==> src/rtl/dqsw_delay_trainer.sv <==
// DQSW write-leveling tap sweeper for one DDR4 lane IOD.
// Steps the DQS write delay one tap at a time, majority-votes the 2-bit RX
// sample at each tap and stops at the first 0->1 transition of the vote.
module dqsw_delay_trainer #(
   parameter int MAX_TAPS      = 128,
   parameter int SETTLE_CYCLES = 8,
   parameter int SAMPLES       = 4
) (
   input  logic       FAB_CLK,
   input  logic       ARST_N,
   input  logic       START,
   input  logic       ABORT,
   input  logic [1:0] RX_DATA_0,
   input  logic       DELAY_LINE_OUT_OF_RANGE_0,
   input  logic       EYE_MONITOR_EARLY_0,
   input  logic       EYE_MONITOR_LATE_0,
   output logic       DELAY_LINE_LOAD_0,
   output logic       DELAY_LINE_MOVE_0,
   output logic       DELAY_LINE_DIRECTION_0,
   output logic       EYE_MONITOR_CLEAR_FLAGS_0,
   output logic       BUSY,
   output logic       DONE,
   output logic       FAIL,
   output logic [7:0] TAP_RESULT,
   output logic [1:0] EYE_FLAGS
);

   localparam int CNT_MAX = (SETTLE_CYCLES > SAMPLES) ? SETTLE_CYCLES : SAMPLES;
   localparam int CNT_W   = $clog2(CNT_MAX + 1);
   // One spare bit keeps the ones counter at least 3 bits wide for any SAMPLES.
   localparam int ONES_W  = $clog2(2 * SAMPLES + 1) + 1;

   localparam logic [7:0]        LAST_TAP    = 8'(MAX_TAPS - 1);
   localparam logic [CNT_W-1:0]  SETTLE_LAST = CNT_W'(SETTLE_CYCLES - 1);
   localparam logic [CNT_W-1:0]  SAMPLE_LAST = CNT_W'(SAMPLES - 1);
   localparam logic [ONES_W-1:0] ONES_THRESH = ONES_W'(SAMPLES);

   typedef enum logic [3:0] {
      ST_IDLE   = 4'd0,
      ST_LOAD   = 4'd1,
      ST_CLEAR  = 4'd2,
      ST_SETTLE = 4'd3,
      ST_SAMPLE = 4'd4,
      ST_EVAL   = 4'd5,
      ST_MOVE   = 4'd6,
      ST_DONE   = 4'd7,
      ST_FAIL   = 4'd8
   } state_t;

   // Number of ones in one 2-bit RX sample.
   function automatic logic [1:0] popcount2(input logic [1:0] bits);
      return {1'b0, bits[1]} + {1'b0, bits[0]};
   endfunction

   state_t              state_q, state_d;
   logic [7:0]          tap_q, tap_d;
   logic                seen_zero_q, seen_zero_d;
   logic [ONES_W-1:0]   ones_q, ones_d;
   logic [CNT_W-1:0]    cnt_q, cnt_d;
   logic [7:0]          tap_result_q, tap_result_d;
   logic [1:0]          eye_flags_q, eye_flags_d;
   logic                load_q, load_d;
   logic                move_q, move_d;
   logic                dir_q, dir_d;
   logic                clr_q, clr_d;
   logic                busy_q, busy_d;
   logic                done_q, done_d;
   logic                fail_q, fail_d;
   logic                value_s;

   // Next-state logic: sweep sequencing, sample accumulation and tap decision.
   always_comb begin
      state_d      = state_q;
      tap_d        = tap_q;
      seen_zero_d  = seen_zero_q;
      ones_d       = ones_q;
      cnt_d        = cnt_q;
      tap_result_d = tap_result_q;
      eye_flags_d  = eye_flags_q;
      value_s      = (ones_q > ONES_THRESH);
      if (ABORT) begin
         // Abort leaves the delay line where it is; no reload is issued.
         state_d = ST_IDLE;
      end else begin
         case (state_q)
            ST_IDLE, ST_DONE, ST_FAIL: begin
               if (START) begin
                  state_d      = ST_LOAD;
                  tap_d        = 8'd0;
                  seen_zero_d  = 1'b0;
                  ones_d       = {ONES_W{1'b0}};
                  cnt_d        = {CNT_W{1'b0}};
                  tap_result_d = 8'd0;
               end else begin
                  state_d = state_q;
               end
            end
            ST_LOAD: begin
               state_d = ST_CLEAR;
            end
            ST_CLEAR: begin
               ones_d  = {ONES_W{1'b0}};
               cnt_d   = {CNT_W{1'b0}};
               state_d = ST_SETTLE;
            end
            ST_SETTLE: begin
               if (cnt_q == SETTLE_LAST) begin
                  cnt_d   = {CNT_W{1'b0}};
                  state_d = ST_SAMPLE;
               end else begin
                  cnt_d = cnt_q + CNT_W'(1);
               end
            end
            ST_SAMPLE: begin
               ones_d = ones_q + ONES_W'(popcount2(RX_DATA_0));
               if (cnt_q == SAMPLE_LAST) begin
                  cnt_d   = {CNT_W{1'b0}};
                  state_d = ST_EVAL;
               end else begin
                  cnt_d = cnt_q + CNT_W'(1);
               end
            end
            ST_EVAL: begin
               eye_flags_d = {EYE_MONITOR_EARLY_0, EYE_MONITOR_LATE_0};
               if (value_s && seen_zero_q) begin
                  state_d      = ST_DONE;
                  tap_result_d = tap_q;
               end else if (DELAY_LINE_OUT_OF_RANGE_0 || (tap_q == LAST_TAP)) begin
                  // Checked before the increment so the tap counter never wraps.
                  state_d = ST_FAIL;
               end else begin
                  if (!value_s) begin
                     seen_zero_d = 1'b1;
                  end else begin
                     seen_zero_d = seen_zero_q;
                  end
                  state_d = ST_MOVE;
               end
            end
            ST_MOVE: begin
               tap_d   = tap_q + 8'd1;
               state_d = ST_CLEAR;
            end
            default: begin
               state_d = ST_IDLE;
            end
         endcase
      end
   end

   // Output decode from the next state so every output comes straight off a flop.
   always_comb begin
      busy_d = (state_d == ST_LOAD)   || (state_d == ST_CLEAR) ||
               (state_d == ST_SETTLE) || (state_d == ST_SAMPLE) ||
               (state_d == ST_EVAL)   || (state_d == ST_MOVE);
      load_d = (state_d == ST_LOAD);
      move_d = (state_d == ST_MOVE);
      clr_d  = (state_d == ST_CLEAR);
      dir_d  = busy_d;
      done_d = (state_d == ST_DONE);
      fail_d = (state_d == ST_FAIL);
   end

   // State, datapath and output registers.
   always_ff @(posedge FAB_CLK or negedge ARST_N) begin
      if (!ARST_N) begin
         state_q      <= ST_IDLE;
         tap_q        <= 8'd0;
         seen_zero_q  <= 1'b0;
         ones_q       <= {ONES_W{1'b0}};
         cnt_q        <= {CNT_W{1'b0}};
         tap_result_q <= 8'd0;
         eye_flags_q  <= 2'b00;
         load_q       <= 1'b0;
         move_q       <= 1'b0;
         dir_q        <= 1'b0;
         clr_q        <= 1'b0;
         busy_q       <= 1'b0;
         done_q       <= 1'b0;
         fail_q       <= 1'b0;
      end else begin
         state_q      <= state_d;
         tap_q        <= tap_d;
         seen_zero_q  <= seen_zero_d;
         ones_q       <= ones_d;
         cnt_q        <= cnt_d;
         tap_result_q <= tap_result_d;
         eye_flags_q  <= eye_flags_d;
         load_q       <= load_d;
         move_q       <= move_d;
         dir_q        <= dir_d;
         clr_q        <= clr_d;
         busy_q       <= busy_d;
         done_q       <= done_d;
         fail_q       <= fail_d;
      end
   end

   assign DELAY_LINE_LOAD_0         = load_q;
   assign DELAY_LINE_MOVE_0         = move_q;
   assign DELAY_LINE_DIRECTION_0    = dir_q;
   assign EYE_MONITOR_CLEAR_FLAGS_0 = clr_q;
   assign BUSY                      = busy_q;
   assign DONE                      = done_q;
   assign FAIL                      = fail_q;
   assign TAP_RESULT                = tap_result_q;
   assign EYE_FLAGS                 = eye_flags_q;

endmodule

==> config.mk <==
export PLATFORM = sky130hd
export DESIGN_NAME = dqsw_delay_trainer
export DESIGN_NICKNAME = d
export VERILOG_FILES = /design/src/rtl/dqsw_delay_trainer.sv
export SDC_FILE = /design/constraint.sdc
export NUM_CORES = 1
export LEC_CHECK = 0
export BUFFER_PORTS_ARGS = -buffer_cell sky130_fd_sc_hd__buf_2
export CAP_MARGIN = 20
export CELL_PAD_IN_SITES_DETAIL_PLACEMENT = 0
export CELL_PAD_IN_SITES_GLOBAL_PLACEMENT = 2
export CORE_MARGIN = 3
export CORE_UTILIZATION = 35
export DETAILED_ROUTE_END_ITERATION = 7
export GPL_TIMING_DRIVEN = 0
export PLACE_DENSITY_LB_ADDON = 0.1
export SLEW_MARGIN = 40
export SYNTH_ARGS = -nofsm -noshare
export SYNTH_HDL_FRONTEND = slang
export SYNTH_SLANG_ARGS = --single-unit
export TNS_END_PERCENT = 1
==> constraint.sdc <==
create_clock -name FAB_CLK -period 5.5 [get_ports FAB_CLK]
set_input_delay 0.275 -clock FAB_CLK [delete_from_list [all_inputs] [get_ports FAB_CLK]]
set_output_delay 0.275 -clock FAB_CLK [all_outputs]
set_load 0.03 [all_outputs]
==> metrics.md, run 1 <==
| Metric | Value |
|---|---|
| Result of the run | `completed` |
| Overall via count from detail_route | `1696` |
| Crit path from | `cnt_q[0]$_DFFE_PN0P_` |
| Number of buffers created by CTS | `5` |
| Via density | `approximately 5.3` |
| Max-cap violations | `0` |
| Fraction of the yosys area taken by sequential cells | `between 40% and 50%` |
| Count of port buffers added during placement | `25` |
| Worst slew pin tran | `approximately 0.68 ns` |
| Final Wtd Congestion | `around 0.74` |
| Unique cell type count in the Yosys netlist | `55` |
| Number of filler cells placed in the layout | `between 500 and 600` |
| Worst Reg2Reg Path Length in Cells | `7` |
| Worst-case hold slack | `approximately 0.22 ns` |
| Number of detailed-routing iterations run before antenna repair | `4` |
| Antenna Violating Nets Remaining | `0` |
| Post-CTS Resized | `0` |
| Kind of start point of the critical path | `flop` |
| Critical setup path kind | `reg -> reg` |
| Number of primary I/O pins | `26` |
| Multi-input gate area | `between 1000 and 1500 µm²` |
| Headroom to the max-slew limit | `between 50 and 60%` |
| Pin count of the biggest net entering global routing | `39` |
| Max Clock Freq | `~440 MHz` |
| Die width | `~84 µm` |
| Number of cells produced by synthesis | `roughly 220` |
| CTS hold repair buffers | `1` |
| H-tree lvl count | `2` |
| Placement-stage cell area | `about 2300 µm²` |
| Post-Place Worst Slack | `3.22 ns` |
| Detailed-route wire length | `4.81 mm` |
| Reg-to-reg startpoint | `cnt_q[0]$_DFFE_PN0P_` |
| Tmin final | `2.26 ns` |
| Net Count, Synth | `230` |
| HPWL Detailed | `around 3.5 mm` |
| Number of nets in the layout | `between 200 and 300` |
| FF+latch area | `around 950 µm²` |
| Final Hold Vio Count | `0` |
| Portion of the clock cycle consumed by the worst path in the final layout | `41.1%` |
| Setup Buffers After CTS | `0` |
| Most common flop cell mapped by yosys | `dfrtp_1` |
| Total routing resource utilization after global routing | `between 10 and 15%` |
| Ant diodes | `0` |
| Routed wirelength normalized by instance count | `14.9 µm` |
| Initial antenna violation count | `0` |
| Iter 0 DRT Violations | `between 70 and 80` |
| Post-route clock skew | `about 0.0051 ns` |
| HP Class | `in -> reg` |
| Fraction of layout instances using a drive strength above 1 | `a little under a quarter` |
| Critical Path End | `TAP_RESULT[6]$_DFFE_PN0P_` |
| Post-route cell area | `approximately 2400 µm²` |
| Flop-to-flop setup slack | `around 3.2 ns` |
| Vias in the first global route | `1742` |
| Top area cells in the synthesized netlist | `dfrtp_1, nand2_1, nor2_1, o22ai_2, o21ai_0` |
| Final total negative setup slack | `0 ns` |
| Worst Setup Slack, final | `~3.2 ns` |
| CTS tree | `built` |
| # clock sinks | `38` |
| Max FO, Critical Path | `10` |
| Most frequent cell after synthesis | `dfrtp_1` |
| Data arrival, critical path | `2.43 ns` |
| Area of the die | `around 7000 µm²` |
| Synthesized flop and latch total | `38` |
| Yosys top cell area share | `approximately 45%` |
| Effective utilization at floorplan | `a little under two fifths` |
| Leak Pwr | `about 1.1 nW` |
| Layout overhead on the synthesized area | `15.0%` |
| Largest area contributor in the synthesized netlist | `dfrtp_1` |
| Avg Synthesized Cell Area | `between 9 and 10 µm²` |
| Clock tree root driver cell | `clkbuf_8` |
| Later-pin clock latency in the skew report | `just under 0.3 ns` |
| Wire length of the first global-routing pass | `between 8 and 9 mm` |
| Placed Instances | `between 300 and 400` |
| CTS Buffer Depth | `2` |
| Reg-to-reg endpoint | `TAP_RESULT[6]$_DFFE_PN0P_` |
| Core area | `around 5700 µm²` |
| Number of cell rows | `27` |
| GRT overflow | `0` |
| Post-synth top cells | `dfrtp_1, nand2_1, nor2_1, o21ai_0` |
| Final Setup Violations | `0` |
| Proportion of register bits with asynchronous set or reset after synthesis | `100%` |
| Worst path required time | `between 5 and 6 ns` |
| RSZ-0062 raised after global routing | `false` |
| Final Max Tran Viols | `0` |
| Pwr/cell area | `approximately 240 nW/µm²` |
| IR Drop Worst-Case VDD | `~100 µV` |
| Clock-pin transition on the worst setup and hold timing paths | `approximately 0.07 ns` |
| DRC violation count after routing | `0` |
| Worst Setup End Kind | `flop` |
| Post-Syn Area | `between 2000 and 2500 µm²` |
| Number of cells in the finished layout apart from fillers | `323` |
| Ys Warns | `0` |
| Number of enable flip-flop cells after synthesis | `0` |
| Die span in y | `approximately 84 µm` |
per-layer routing:
layer / global-route usage [%] / up-vias / routed length [µm]
met5: 0 / - / 0
met4: 3.95 / 0 / 47
met3: 2.67 / 5 / 153
met2: 22.3 / 23 / 2170
met1: 21.5 / 816 / 2440
li1: - / 852 / -
final cells by class:
cell class	instances	share of cell area, %
plain buffers	12	3.23
clock buffers	7	3.53
clock inverters	1	0.205
inverters	6	0.922
multi-input cells	161	43.9
flip-flops and latches	38	38.9
well taps	72	3.69
repair buffers	26	5.63
worst min-delay path by stage:
stage	from	end	depth (start not counted)
2_1_floorplan	ARST_N	BUSY$_DFF_PN0_	0
3_3_place_gp	ARST_N	cnt_q[3]$_DFFE_PN0P_	1
3_5_place_dp	ARST_N	cnt_q[3]$_DFFE_PN0P_	1
4_1_cts	EYE_MONITOR_LATE_0	EYE_FLAGS[0]$_DFFE_PN0P_	2
5_1_grt	EYE_MONITOR_LATE_0	EYE_FLAGS[0]$_DFFE_PN0P_	2
6_report	EYE_MONITOR_LATE_0	EYE_FLAGS[0]$_DFFE_PN0P_	2
sequential cells by signal, summed over array words and instances, names as in the netlist:
register,flops
BUSY,1
DELAY_LINE_LOAD_0,1
DELAY_LINE_MOVE_0,1
DONE,1
EYE_FLAGS,2
EYE_MONITOR_CLEAR_FLAGS_0,1
FAIL,1
TAP_RESULT,8
cnt_q,4
ones_q,5
seen_zero_q,1
state_q,4
tap_q,8
stage by stage:
step / total power, mW / utilization (%)
after global placement: 0.389 / 41.2
final: 0.581 / 43.1
after detailed placement: 0.388 / 41.3
after floorplan: 0.360 / -
after CTS: 0.593 / 43.1
after global routing: 0.611 / 43.1
critical path: stages, from the launching register on:
cell and delay [ns]:
dfrtp_1 0.42, ha_1 0.24, nor2b_1 0.16, and2_1 0.19, o311a_4 0.40, nor3_4 0.42, buf_6 0.22, o22ai_2 0.09
where the power goes:
part	switching [mW]	internal [mW]
sequential	0.00680	0.287
clock	0.0980	0.101
combinational	0.0541	0.0340
total	0.159	0.422
cells by family after synthesis:
group,count (synthesis),synth area share (%)
AOI/OAI and AO/OA,50,18.5
adders and majority gates,4,2.71
xor gates and xnor gates,6,2.47
muxes,4,2.00
DFF,38,44.8
buffers and inverters,18,4.77
and+or+nand+nor,97,24.8
cell usage in the layout, fill, tap and decap left out, drive strengths merged, types with 3 or more instances in the layout:
cell	netlist	final
dfrtp	38	38
buf	8	33
nand2	32	32
nor2	18	18
clkbuf	4	11
o21ai	9	9
o22ai	8	8
a21oi	7	7
nand3	7	7
inv	6	6
nand4	5	5
or3	5	5
xor2	5	5
nor3	5	5
o21a	4	4
and3	4	4
a31oi	4	4
nor2b	3	3
nor4	3	3
ha	3	3
and2	3	3
o31ai	3	3
(Power assumes the default switching activity.)
==> run 2: changes to the inputs <==
--- a/config.mk
+++ b/config.mk
@@ -10,7 +10,7 @@
 export CELL_PAD_IN_SITES_DETAIL_PLACEMENT = 0
 export CELL_PAD_IN_SITES_GLOBAL_PLACEMENT = 2
 export CORE_MARGIN = 3
-export CORE_UTILIZATION = 35
+export CORE_UTILIZATION = 33
 export DETAILED_ROUTE_END_ITERATION = 7
 export GPL_TIMING_DRIVEN = 0
 export PLACE_DENSITY_LB_ADDON = 0.1
==> constraint.sdc (replaced) <==
create_clock -name FAB_CLK -period 1.9 [get_ports FAB_CLK]
set_input_delay 0.095 -clock FAB_CLK [delete_from_list [all_inputs] [get_ports FAB_CLK]]
set_output_delay 0.095 -clock FAB_CLK [all_outputs]
set_load 0.03 [all_outputs]
==> run 2 against run 1 <==
Effect of this change:
- the run now ends with setup timing left
- power increased to 3.1 times the previous value
- maximum frequency increased by 16%
- global-route usage increased by 0.53 points
- clock skew increased by 0.00066 ns
- clock power increased to 3.5 times the previous value
- critical path type unchanged
- largest power group unchanged
- highest routed layer unchanged
==> metrics.md, run 2 (synthesized netlist as in run 1, its figures left out) <==
| Metric | Value |
|---|---|
| Number of buffers created by CTS | `5` |
| Wl on met1 | `about 2.4 mm` |
| HPWL Detailed | `3.65 mm` |
| Leak Pwr | `about 1.2 nW` |
| Core area | `between 6000 and 7000 µm²` |
| Data arrival, critical path | `roughly 2.1 ns` |
| Later-pin clock latency in the skew report | `between 0.2 and 0.3 ns` |
| Pwr/cell area | `714 nW/µm²` |
| Pin count of the biggest net entering global routing | `39` |
| Layout overhead on the synthesized area | `20.5%` |
| DRC violation count after routing | `0` |
| Vias in the first global route | `roughly 1.8k` |
| Worst slew pin tran | `approximately 0.69 ns` |
| Kind of start point of the critical path | `flop` |
| Final core occ | `between 40% and 50%` |
| Clock tree root driver cell | `clkbuf_8` |
| Number of primary I/O pins | `26` |
| Number of detailed-routing iterations run before antenna repair | `5` |
| Count of port buffers added during placement | `25` |
| Final Hold Vio Count | `0` |
| Initial antenna violation count | `0` |
| Clock-pin transition on the worst setup and hold timing paths | `0.08 ns` |
| Worst Reg2Reg Path Length in Cells | `7` |
| Worst path required time | `between 2 and 2.5 ns` |
| Final Wtd Congestion | `between 0.7 and 0.8` |
| Max-cap violations | `0` |
| CTS tree | `built` |
| Routed wirelength normalized by instance count | `15.6 µm` |
| Most frequent cells in the layout | `dfrtp_1, nand2_1, buf_2` |
| Total routing resource utilization after global routing | `15.2%` |
| Ant diodes | `0` |
| Met2 wire length | `2.61 mm` |
| Amount of wire on met3 after detailed routing | `103 µm` |
| Worst Setup Slack, final | `-0.0417 ns` |
| Detailed-route wire length | `5.13 mm` |
| Via density | `between 5 and 6` |
| Wire length of the first global-routing pass | `between 8 and 9 mm` |
| Worst Setup End Kind | `flop` |
| Number of cells in the finished layout apart from fillers | `between 300 and 400` |
| Headroom to the max-slew limit | `about 54%` |
| Portion of the clock cycle consumed by the worst path in the final layout | `102%` |
| Number of nets in the layout | `roughly 270` |
| Fraction of layout instances using a drive strength above 1 | `between 20% and 30%` |
| Critical setup path kind | `reg -> reg` |
| Overall via count from detail_route | `~1.7k` |
| Number of cell rows | `28` |
| Tmin final | `slightly below 2 ns` |
| Most common cell after layout, fill and taps aside | `dfrtp_1` |
| Violations in the final reports | `setup timing` |
| Post-route clock skew | `roughly 0.0057 ns` |
| Max Clock Freq | `between 500 and 600 MHz` |
| Effective utilization at floorplan | `35.1%` |
| Cell depth of the worst hold path | `2` |
| Iter 0 DRT Violations | `83` |
| Antenna Violating Nets Remaining | `0` |
| Die width | `between 80 and 90 µm` |
| Die span in y | `~86 µm` |
| # clock sinks | `38` |
| Result of the run | `finished, violations left` |
| Max FO, Critical Path | `10` |
| Final Setup Violations | `10` |
| Top layer reached by signal wires | `met4` |
| RSZ-0062 raised after global routing | `true` |
| Placed Instances | `317` |
| H-tree lvl count | `2` |
| Area of the die | `between 7000 and 8000 µm²` |
| IR Drop Worst-Case VDD | `between 300 and 400 µV` |
| Final Max Tran Viols | `0` |
| HP Class | `in -> reg` |
| CTS Buffer Depth | `2` |
| GRT overflow | `0` |
==> run 2: final cells by class <==
| type | count | area [µm²] |
|---|---|---|
| inverter | 6 | 22.5 |
| timing repair buffer | 30 | 171 |
| clock inverter | 3 | 45.0 |
| multi-input combinational | 161 | 1120 |
| tap | 75 | 93.8 |
| sequential | 38 | 952 |
| fill | 623 | 3500 |
| clock buffer | 5 | 68.8 |
| buffer | 12 | 82.6 |
==> run 2: through the flow <==
| step | cell area [µm²] | worst slack, ns | setup TNS (ns) | hold WS, ns | total power [mW] |
|---|---|---|---|---|---|
| 2_1_floorplan | 2140 | 0.0172 | 0 | -0.201 | 1.04 |
| 3_3_place_gp | 2360 | -0.259 | -4.18 | 0.272 | 1.13 |
| 3_5_place_dp | 2360 | -0.254 | -3.83 | 0.108 | 1.12 |
| 4_1_cts | 2550 | -0.0731 | -0.493 | 0.0193 | 1.86 |
| 5_1_grt | 2560 | -0.191 | -3.43 | 0.0266 | 1.92 |
| 6_report | 2560 | -0.0417 | -0.190 | 0.0272 | 1.83 |
==> run 2: critical path, cell delays in order, from the launching register on <==
cell	delay [ns]
dfrtp_1	0.49
nor4b_2	0.49
a31oi_1	0.11
o311a_4	0.19
nor3_4	0.17
buf_6	0.15
buf_6	0.15
o22ai_2	0.09
==> run 2: final timing paths <==
path / from / to / slack (ns)
worst max-delay path: state_q[1]$_DFF_PN0_ / TAP_RESULT[4]$_DFFE_PN0P_ / -0.04
min in group asynchronous: ARST_N / ones_q[0]$_DFFE_PN0P_ / 0.31
worst max register to register: state_q[1]$_DFF_PN0_ / TAP_RESULT[4]$_DFFE_PN0P_ / -0.04
max in group asynchronous: ARST_N / tap_q[0]$_DFFE_PN0P_ / 1.22
worst min-delay path: EYE_MONITOR_LATE_0 / EYE_FLAGS[0]$_DFFE_PN0P_ / 0.03
worst min register to register: EYE_FLAGS[0]$_DFFE_PN0P_ / EYE_FLAGS[0]$_DFFE_PN0P_ / 0.51
==> run 2: what timing repair did <==
item                       CTS  global route
resized for setup            9             3
hold endpoints to repair    38             0
pin swaps                    2             1
gates cloned                 0             0
buffers inserted             4             0
setup endpoints to repair   29            30
hold buffers                 1             0
==> run 2: metal layers <==
metal,vias up,GRT usage [%]
met4,0,3.40
met1,850,20.3
met5,-,0
met3,2,3.23
met2,15,25.6
li1,860,-
==> run 2: power breakdown <==
part	leakage, nW	switching [mW]	internal (mW)
logic	0.587	0.162	0.110
clock network	0.0504	0.314	0.391
registers	0.524	0.0231	0.829
total	1.16	0.499	1.33
==> run 3: changes to the inputs <==
--- a/config.mk
+++ b/config.mk
@@ -9,7 +9,7 @@
 export CAP_MARGIN = 20
 export CELL_PAD_IN_SITES_DETAIL_PLACEMENT = 0
 export CELL_PAD_IN_SITES_GLOBAL_PLACEMENT = 2
-export CORE_MARGIN = 3
+export CORE_MARGIN = 4
 export CORE_UTILIZATION = 33
 export DETAILED_ROUTE_END_ITERATION = 7
 export GPL_TIMING_DRIVEN = 0
==> run 3 against run 2 <==
Effect of this change:
- the run now ends clean
- die area increased by 4.7%
- clock power increased by 21%
- first-iteration DRC count increased by 28%
- non-clock buffer count decreased by 2
- worst setup slack improved by 0.078 ns
- critical path depth unchanged
- count of clock-buffer cells in the layout unchanged
- largest power group unchanged
- highest routed layer unchanged
==> metrics.md, run 3 (synthesized netlist as in run 1, its figures left out) <==
| Metric | Value |
|---|---|
| Most frequent cells in the layout | `dfrtp_1, nand2_1, buf_2` |
| Clock tree root driver cell | `clkbuf_8` |
| FF+latch area | `~960 µm²` |
| Final Hold Vio Count | `0` |
| Number of detailed-routing iterations run before antenna repair | `4` |
| Pwr/cell area | `about 760 nW/µm²` |
| Fraction of layout instances using a drive strength above 1 | `30.8%` |
| Number of cells in the finished layout apart from fillers | `between 300 and 400` |
| Kind of start point of the critical path | `flop` |
| Final Power | `approximately 2 mW` |
| Total routing resource utilization after global routing | `about 15%` |
| Critical setup path kind | `reg -> reg` |
| Portion of the clock cycle consumed by the worst path in the final layout | `roughly 98%` |
| Final Wtd Congestion | `slightly above 0.7` |
| Wire length of the first global-routing pass | `9.23 mm` |
| Number of buffers created by CTS | `5` |
| Tmin final | `about 1.9 ns` |
| Capture endpoint of the worst hold path | `EYE_FLAGS[0]$_DFFE_PN0P_` |
| Layout overhead on the synthesized area | `23.3%` |
| Antenna Violating Nets Remaining | `0` |
| Cell depth of the worst hold path | `2` |
| Die span in y | `roughly 88 µm` |
| Number of cell rows | `28` |
| Max-cap violations | `0` |
| Reg-to-reg endpoint | `seen_zero_q$_DFFE_PN0P_` |
| Routed wirelength normalized by instance count | `16.2 µm` |
| Detailed-route wire length | `about 5.3 mm` |
| Data arrival, critical path | `slightly above 2 ns` |
| Area of the die | `between 7000 and 8000 µm²` |
| RSZ-0062 raised after global routing | `true` |
| Post-route cell area | `approximately 2600 µm²` |
| Placed Instances | `between 300 and 400` |
| IR Drop Worst-Case VDD | `387 µV` |
| Multi-input gate area | `between 1000 and 1500 µm²` |
| Final total negative setup slack | `0 ns` |
| HPWL Detailed | `3.75 mm` |
| CTS Buffer Depth | `2` |
| CTS tree | `built` |
| Number of primary I/O pins | `26` |
| Flop-to-flop setup slack | `0.04 ns` |
| HP Class | `in -> reg` |
| Reg-to-reg startpoint | `cnt_q[1]$_DFFE_PN0P_` |
| Final Max Tran Viols | `0` |
| Max FO, Critical Path | `6` |
| Worst Setup Slack, final | `0.0360 ns` |
| Ant diodes | `0` |
| Core area | `just over 6000 µm²` |
| Initial antenna violation count | `0` |
| Headroom to the max-slew limit | `roughly 63%` |
| Worst Setup End Kind | `flop` |
| Worst slew pin tran | `between 0.5 and 0.6 ns` |
| Effective utilization at floorplan | `a little over a third` |
| Count of port buffers added during placement | `25` |
| H-tree lvl count | `2` |
| Number of nets in the layout | `roughly 270` |
| Final core occ | `between 40% and 50%` |
| Leak Pwr | `about 1.2 nW` |
| Worst-case hold slack | `between 0.03 and 0.04 ns` |
| Hold path start | `EYE_MONITOR_LATE_0` |
| Overall via count from detail_route | `between 1.5k and 2k` |
| # clock sinks | `38` |
| GRT overflow | `0` |
| Clock-pin transition on the worst setup and hold timing paths | `approximately 0.09 ns` |
| Result of the run | `completed` |
| Worst path required time | `approximately 2.1 ns` |
| Pin count of the biggest net entering global routing | `39` |
| Via density | `around 5.2` |
| Worst Reg2Reg Path Length in Cells | `7` |
| Vias in the first global route | `1853` |
| Post-route clock skew | `0.00733 ns` |
| Post-Place Worst Slack | `-0.301 ns` |
| Final Setup Violations | `0` |
| Number of filler cells placed in the layout | `about 640` |
| Iter 0 DRT Violations | `106` |
| Later-pin clock latency in the skew report | `0.29 ns` |
| Die width | `a little under 90 µm` |
| DRC violation count after routing | `0` |
| Placement-stage cell area | `around 2400 µm²` |
| Most common cell after layout, fill and taps aside | `dfrtp_1` |
| Max Clock Freq | `536 MHz` |
## run 3: cell count changes in the layout (fill, tap and decap cells not counted), sizes merged
cell	delta
buf	-3
clkinvlp	-2
bufinv	+1
clkbuf	+1
clkinv	+1
## run 3: how the worst max path moves through the flow
stage | start | to | cells after the start
after global placement | cnt_q[0]$_DFFE_PN0P_ | TAP_RESULT[3]$_DFFE_PN0P_ | 7
after global routing | state_q[0]$_DFF_PN0_ | cnt_q[3]$_DFFE_PN0P_ | 6
after CTS | cnt_q[0]$_DFFE_PN0P_ | seen_zero_q$_DFFE_PN0P_ | 7
after detailed placement | cnt_q[0]$_DFFE_PN0P_ | TAP_RESULT[6]$_DFFE_PN0P_ | 7
final | cnt_q[1]$_DFFE_PN0P_ | seen_zero_q$_DFFE_PN0P_ | 7
after floorplan | cnt_q[1]$_DFFE_PN0P_ | TAP_RESULT[3]$_DFFE_PN0P_ | 7
## run 3: cell type report
cell class              instances  area share (%)
clock buffers                   5            2.63
clock inverters                 3            2.63
plain buffers                  12            3.30
inverters                       6           0.860
flip-flops and latches         38            36.6
repair buffers                 28            5.97
well taps                      75            3.58
multi-input cells             161            44.5
## run 3: layer usage
metal,track usage [%],wire [µm]
met5,0,0
met4,3.30,55
met3,2.79,138
met2,25.6,2650
met1,20.2,2470
## run 3: report_power, final
group          leakage (nW)  switching [mW]  internal, mW
clock network        0.0683           0.323         0.527
logic                 0.581           0.168         0.115
registers             0.517          0.0259         0.830
## run 3: timing repair
item                                   4_1_cts  5_1_grt
hold buffers                                 1        0
endpoints found under the hold margin       38        0
setup endpoints to repair                   28       27
pin swaps                                    5        3
gates resized for setup                     12       10
buffers inserted                             2        0
## run 3: worst max-delay path: stages, from the launching register on
cell and delay [ns]:
dfrtp_2 0.45, ha_4 0.18, nor2b_4 0.13, and2_4 0.17
o311a_4 0.35, nor3_4 0.19, buf_4 0.15, o21ba_2 0.14
